[config.mk]
export PLATFORM = sky130hd
export DESIGN_NAME = mmio_bridge
export DESIGN_NICKNAME = d
export VERILOG_FILES = /design/src/rtl/mmio_bridge_pkg.sv /design/src/rtl/mmio_bridge_ram.sv /design/src/rtl/mmio_bridge.sv
export SDC_FILE = /design/constraint.sdc
export NUM_CORES = 2
export LEC_CHECK = 0
export BUFFER_PORTS_ARGS = -buffer_cell sky130_fd_sc_hd__buf_2
export CORE_MARGIN = 2
export CORE_UTILIZATION = 35
export CTS_CLUSTER_DIAMETER = 150
export DETAILED_ROUTE_END_ITERATION = 10
export HOLD_SLACK_MARGIN = 0.05
export PLACE_DENSITY_LB_ADDON = 0.3
export SYNTH_ARGS = -nofsm -noshare
export SYNTH_HDL_FRONTEND = slang
export SYNTH_HIERARCHICAL = 1
export SYNTH_SLANG_ARGS = --single-unit
export TNS_END_PERCENT = 1
[constraint.sdc]
create_clock -name Clock -period 3.3 [get_ports Clock]
set_input_delay 0.33 -clock Clock [delete_from_list [all_inputs] [get_ports Clock]]
set_output_delay 0.33 -clock Clock [all_outputs]
set_load 0.02 [all_outputs]
[src/rtl/mmio_bridge_pkg.sv]
// Shared constants and types for the MMIO bridge.
// Region codes, RAM geometry, timer offsets, address decode.
package mmio_bridge_pkg;

  localparam logic [3:0] RGN_RAM = 4'h0;
  localparam logic [3:0] RGN_LED = 4'h1;
  localparam logic [3:0] RGN_SW  = 4'h3;
  localparam logic [3:0] RGN_TMR = 4'h4;

  localparam int RAM_DEPTH = 256;
  localparam int RAM_AW    = $clog2(RAM_DEPTH);

  localparam logic TMR_COUNT = 1'b0;
  localparam logic TMR_CTRL  = 1'b1;

  typedef enum logic [2:0] {
    SEL_NONE,
    SEL_RAM,
    SEL_LED,
    SEL_SW,
    SEL_CNT,
    SEL_CTRL
  } sel_t;

  function automatic sel_t decode(input logic [15:0] a);
    sel_t s;
    case (a[15:12])
      RGN_RAM: s = SEL_RAM;
      RGN_LED: s = SEL_LED;
      RGN_SW:  s = SEL_SW;
      RGN_TMR: s = (a[0] == TMR_CTRL) ? SEL_CTRL : SEL_CNT;
      default: s = SEL_NONE;
    endcase
    return s;
  endfunction

endpackage

[src/rtl/mmio_bridge_ram.sv]
// 256x16 single-port RAM, synchronous read and write.
// Read returns the old word when written in the same cycle.
module mmio_ram
  import mmio_bridge_pkg::*;
(
  input  logic              clk,
  input  logic              we,
  input  logic [RAM_AW-1:0] addr,
  input  logic [15:0]       wdata,
  output logic [15:0]       rdata
);

  logic [15:0] mem [RAM_DEPTH];

  // read-before-write storage array
  always_ff @(posedge clk) begin
    if (we) mem[addr] <= wdata;
    rdata <= mem[addr];
  end

endmodule

[src/rtl/mmio_bridge.sv]
// MMIO bridge: RAM, LED register, synchronized switches, timer.
// Read data is registered; one cycle latency for every region.
module mmio_bridge
  import mmio_bridge_pkg::*;
(
  input  logic        Clock,
  input  logic        Reset,
  input  logic [15:0] ADDR,
  input  logic [15:0] DOUT,
  input  logic        W,
  output logic [15:0] DIN,
  input  logic [9:0]  SW,
  output logic [9:0]  LEDR,
  output logic        TIRQ
);

  sel_t        sel;
  sel_t        sel_q;
  logic [15:0] rd_next;
  logic [15:0] rd_q;
  logic [15:0] ram_rdata;
  logic        ram_we;

  logic [9:0]  sw_meta;
  logic [9:0]  sw_sync;

  logic [15:0] reload;
  logic [15:0] count;
  logic        enable;
  logic        autoreload;
  logic        done;
  logic        load_wr;
  logic        ctrl_wr;
  logic        expire;

  assign sel     = decode(ADDR);
  assign ram_we  = W && (sel == SEL_RAM) && !Reset;
  assign load_wr = W && (sel == SEL_CNT);
  assign ctrl_wr = W && (sel == SEL_CTRL);
  assign expire  = enable && (count == 16'd1);
  assign TIRQ    = done;

  mmio_ram u_ram (
    .clk   (Clock),
    .we    (ram_we),
    .addr  (ADDR[RAM_AW-1:0]),
    .wdata (DOUT),
    .rdata (ram_rdata)
  );

  // select the pre-edge value of the addressed register
  always_comb begin
    rd_next = '0;
    case (sel)
      SEL_LED:  rd_next = {6'b0, LEDR};
      SEL_SW:   rd_next = {6'b0, sw_sync};
      SEL_CNT:  rd_next = count;
      SEL_CTRL: rd_next = {13'b0, done, autoreload, enable};
      default:  rd_next = '0;
    endcase
  end

  // registered region code and register read data
  always_ff @(posedge Clock) begin
    if (Reset) begin
      sel_q <= SEL_NONE;
      rd_q  <= '0;
    end else begin
      sel_q <= sel;
      rd_q  <= rd_next;
    end
  end

  assign DIN = (sel_q == SEL_RAM) ? ram_rdata : rd_q;

  // LED register
  always_ff @(posedge Clock) begin
    if (Reset)
      LEDR <= '0;
    else if (W && (sel == SEL_LED))
      LEDR <= DOUT[9:0];
  end

  // two-flop switch synchronizer
  always_ff @(posedge Clock) begin
    if (Reset) begin
      sw_meta <= '0;
      sw_sync <= '0;
    end else begin
      sw_meta <= SW;
      sw_sync <= sw_meta;
    end
  end

  // timer: load beats countdown, expiry beats done-clear
  always_ff @(posedge Clock) begin
    if (Reset) begin
      reload     <= '0;
      count      <= '0;
      enable     <= 1'b0;
      autoreload <= 1'b0;
      done       <= 1'b0;
    end else begin
      if (load_wr) begin
        reload <= DOUT;
        count  <= DOUT;
      end else if (enable && (count > 16'd1)) begin
        count <= count - 16'd1;
      end else if (expire) begin
        count <= autoreload ? reload : 16'd0;
      end
      if (ctrl_wr) begin
        enable     <= DOUT[0];
        autoreload <= DOUT[1];
        done       <= expire;
      end else if (expire) begin
        done <= 1'b1;
      end
    end
  end

endmodule

* Yosys cells after proc, flatten, opt, wreduce, memory -nomap -nowiden
Memory sizes are Yosys's and may differ from the RTL's. A register that Yosys moved wholly into a read port is not among the register bits. Index checks and enable logic that the tools add are counted.
Word-level totals: memory bits (writable) 4096, output and inout bits 27, logic and storage cells 46, flip-flop bits (word level) 84, memories kept 1, input bits 45
Cells by class: add/sub/neg operators 1, multiplexer cells 12, equal/unequal tests 10, reduce and logical (&&, ||, !) cells 11, magnitude comparators 1
Memory list:
- u_ram.mem | depth 256, width 16, read ports 1, clocked after memory_dff 1, write ports 1, RTL line mmio_bridge_ram.sv:13 | logic [15:0] mem [RAM_DEPTH];
Operator list (count):
- 16-bit two-way mux | 5
- 16-bit case mux with 4 select lines | 1
- 16-bit by 1-bit == test with 1-bit output, second input constant | 1
- 16-bit by 1-bit greater-than comparator with 1-bit output, second input constant | 1
- 16-bit by 1-bit subtractor with 16-bit output, second input constant | 1
- 3-bit case mux with 4 select lines | 1
- 1-bit logical AND | 7
- 3-bit by 1-bit == test with 1-bit output, second input constant | 2
- 3-bit by 2-bit == test with 1-bit output, second input constant | 2
- 3-bit == test, second input constant | 2
- 1-bit two-way mux | 5
- 4-bit by 1-bit == test with 1-bit output, second input constant | 1
- 4-bit by 2-bit == test with 1-bit output, second input constant | 1
- 4-bit by 3-bit == test with 1-bit output, second input constant | 1
- 4-bit zero test | 1
- 3-bit nonzero test | 1
- 2-bit nonzero test | 1
- 1-bit zero test | 1

* Logic depth before layout (Yosys ltp)
depth after elaboration 7, mapped depth 10, mapped depth without buffers 8

* Modules after synthesis
Netlist, hierarchy kept.
Modules (own cells, without submodules):
- mmio_ram | times used 1, cells an instance 6727, area each 155399.0 um2, sequential area each 123318.3 um2
- mmio_bridge | times used 1, cells an instance 427, area each 3886.2 um2, sequential area each 1681.6 um2

* Least setup slack after synthesis
No wires, ideal clock.
path kind in2reg, start point input port ADDR[13], end point memory u_ram.mem[155][0], enable pin, library setup time 0.409 ns, data required time 2.891 ns, stages on the path 8, setup slack -0.127 ns, data arrival time 3.017 ns, buffers on the path 3, cells stage by stage clkbuf_1 nor3_1 nand2_1 nor3_1 buf_1 nand3_1 clkbuf_1 nor3_1
On the way: word-level cells in the longest chain between the ends 7, elaborated cells between the ends (all ways) 10, classes of those cells eq/ne (4); mux (3); reduce/logical (3)
Ends and longest elaborated chain:
- start: declaration | RTL line mmio_bridge.sv:8 | input logic [15:0] ADDR,
- 4-bit by 3-bit == test with 1-bit output (tied with other cells) | RTL line mmio_bridge_pkg.sv:27 | case (a[15:12])
- 3-bit case mux with 4 select lines (*) | RTL line mmio_bridge_pkg.sv:27
- 3-bit by 1-bit == test with 1-bit output (*) | RTL line mmio_bridge.sv:37 | assign ram_we = W && (sel == SEL_RAM) && !Reset;
- 1-bit logical AND (*) (2 in a row) | RTL line mmio_bridge.sv:37
- named net ram_we | RTL line mmio_bridge.sv:22 | logic ram_we;
- 1-bit two-way mux (*) | RTL line mmio_bridge_ram.sv:17 | if (we) mem[addr] <= wdata;
- 1-bit two-way mux (implied by the code) (*) | RTL line mmio_bridge_ram.sv:17
- end: declaration | RTL line mmio_bridge_ram.sv:13
The timed path passes the listed nets; every way through them passes the cells marked *.

==> impl_metrics.toml <==
[placement]
dpl.hpwl_um = 264000
gp_congestion = 0.822
portBuffers = 67

[finish]
drive_above_1_share = 0.317
syn2layout_area_growth_pct = 19.7
nets = 8107
num-fill-cells = 38700
utilization = 0.421

[floorplan]
num_rows = 247
die_height_um = 679
ios = 72
initial_core_util = 0.352
dieWidth_um = 679
coreArea_mm2 = 0.453
die-area_mm2 = 0.461

[drt]
first_iter_violations = 9689
wire_per_inst_um = 30.0
drc_errors = 0
wirelength_um = 432000
first_pass_iters = 6
postRouteAntennaNets = 0
vias = 79200
avgViaCountPerCell = 5.50

[synth]
synth-edff-count = 4096
ys_warn_count = 6
synth.distinct_cells = 54
syn_inst = 7154
ys_async_sr_fraction = 0
syn_nets = 7201
ys_top_cells_by_count = "edfxtp_1 (4096), mux4_2 (1024), a22oi_1 (512), nor2_1 (294), a21oi_1 (283)"
syn-cell-area_mm2 = 0.159
yosys-top-cells-area = "edfxtp_1 (77%), mux4_2 (14%), a22oi_1 (2.4%)"
synthMostInstantiatedCell = "edfxtp_1"
syn_area_per_cell_um2 = 22.3
yosys_most_used_dff = "edfxtp_1"
synth_top_area_frac = 0.772
synth_largest_area_cell = "edfxtp_1"
ys_seq_area_frac = 0.785
synth_seq_cells = 4196

[timing]
setup_viol = 0
skew_ns = 0.0685
period_minus_slack_ns = 2.89
rsz0062_at_grt = "false"
drv_slew = 0
finalHoldViolations = 0
worst_slew_pin_slew_ns = 1.32
finalCritPeriodShare = 0.876
setup_tns_ns = 0
slew_headroom = 0.107
max_freq_ghz = 0.346
hold_slack_ns = 0.140

[power]
power_frac_seq = 0.521
clkPwrFrac = 0.432
p_int_w = 0.0887
cellPowerDensity_mw_per_mm2 = 590
peakVddDrop_mv = 0.488
power.total_w = 0.113
combPwrFrac = 0.048
power.leakage_nw = 59.3
swShare = 0.212
power.switching_w = 0.0239

[grt]
grt_pass1_wl_um = 608000
use_met2 = 0.296
grtUsageTotal = 0.184
use_met3 = 0.0301
grt_max_degree = 128
overflow = 0
top_usage_layer = "met2"
grt_pass1_vias = 79500
antenna_found_initial = 33
grt_use_met1 = 0.261

[critical_path]
cp_max_fo = 1
criticalPathCategory = "register to register"
worstSetupEndpointType = "register"
arrival_ns = 3.68
critPathLaunchType = "register"
crit_required_ns = 4.09

[clock_tree]
clock_path_buffers = 4
htree_levels = 5
cts-root-buf = "clkbuf_16"
cts_resized = 0
cts_setup_buffers = 0
cts.sinks = 4196
clk_latency_ns = 0.98
cts.clk_slew.worst_paths_ns = 0.06
cts_tree = "built"
cts_buffers = 428

[hold_path]
hp-class = "input pin to register"

[job]
drv_cap = 0

[outcome]
status = "finished clean"
-- cell families (layout without fill, tap and decap cells) --
group | Yosys count | in the layout | share of synthesized area
and+or+nand+nor | 519 | 519 | 0.0148
muxes | 1064 | 1064 | 0.147
DFF | 4196 | 4196 | 0.785
buffers and inverters | 458 | 1732 | 0.0133
AOI/OAI and AO/OA | 903 | 903 | 0.0389
other | 0 | 11 | 0
xor gates and xnor gates | 12 | 12 | 0.000660
adders and majority gates | 2 | 2 | 0.000157
-- worst max-delay path, cell delays in order, from the launching register on --
cell and delay, ns:
edfxtp_1 0.36, mux4_2 0.49, a22oi_1 0.33, a21oi_1 0.20, o41ai_1 1.17, nand4_1 0.15
-- timing repair --
action,4_1_cts,5_1_grt
hold buffers,49,0
hold endpoints to repair,1137,0
endpoints found under the setup margin,0,0
-- cell usage in the layout (no fill, tap or decap), drive strengths merged, types with 6 or more instances in the layout --
master,instances
clkinv,167
xor2,6
buf,879
mux2,16
clkinvlp,13
nand4,19
nand3b,10
o41ai,74
a22oi,512
mux2i,24
nor2b,28
and2,10
nand2,72
o21ai,6
a21oi,283
nand3,18
dlygate4sd3,49
clkbuf,559
dfxtp,100
nor2,295
mux4,1024
nor3,40
xnor2,6
inv,19
bufinv,46
edfxtp,4096
diode,11
nand2b,6
nor4,6
a311oi,15
-- final timing paths --
| kind | startpoint | end | slack [ns] | cells past startpoint |
|---|---|---|---|---|
| worst max register to register | u_ram/mem[63][13]$_DFFE_PP_ | u_ram/rdata[13]$_DFF_P_ | 0.41 | 5 |
| worst max-delay path | u_ram/mem[63][13]$_DFFE_PP_ | u_ram/rdata[13]$_DFF_P_ | 0.41 | 5 |
| worst min-delay path | Reset | rd_q[5]$_SDFF_PP0_ | 0.14 | 3 |
| worst min register to register | sw_meta[5]$_SDFF_PP0_ | sw_sync[5]$_SDFF_PP0_ | 0.44 | 1 |
-- state kept, by name (all words and copies together), names as in the netlist --
signal	flops
LEDR	10
TIRQ	1
autoreload	1
count	16
enable	1
rd_q	16
reload	16
sel_q	3
sw_meta	10
sw_sync	10
u_ram/mem	4096
u_ram/rdata	16
-- per-layer routing --
layer | up-vias | share of wire
li1 | 32400 | -
met1 | 42900 | 0.41
met2 | 3387 | 0.48
met3 | 519 | 0.080
met4 | 4 | 0.026
met5 | - | 0.000049
-- metrics by stage --
stage	cells	cell area, um2	worst slack (ns)
detailed placement	13600	176000	-0.775
floorplan	7154	159000	-0.127
finish	14400	191000	0.409
global placement	13600	176000	-0.752
global route	14400	191000	0.210
CTS	14400	191000	0.207
-- power by group through the flow --
| stage | sequential, W | clock, W | combinational (W) |
|---|---|---|---|
| 5_1_grt | 0.0585 | 0.0514 | 0.00567 |
| 3_3_place_gp | 0.0597 | 0 | 0.00529 |
| 4_1_cts | 0.0586 | 0.0494 | 0.00545 |
| 3_5_place_dp | 0.0597 | 0 | 0.00539 |
| 2_1_floorplan | 0.0596 | 0 | 0.00248 |
| 6_report | 0.0586 | 0.0486 | 0.00538 |
-- final cells by class --
cell class	instances	area, um2	share of cell area
Clock inverter	239	2610	0.0137
Clock buffer	559	11500	0.0603
Timing Repair Buffer	928	11200	0.0589
Tap cell	5976	7480	0.0392
Sequential cell	4196	125000	0.656
Multi-Input combinational cell	2500	32800	0.172
Inverter	6	22.5	0.000118
Antenna cell	11	27.5	0.000144
No activity file was read; power rests on OpenSTA's default activity.
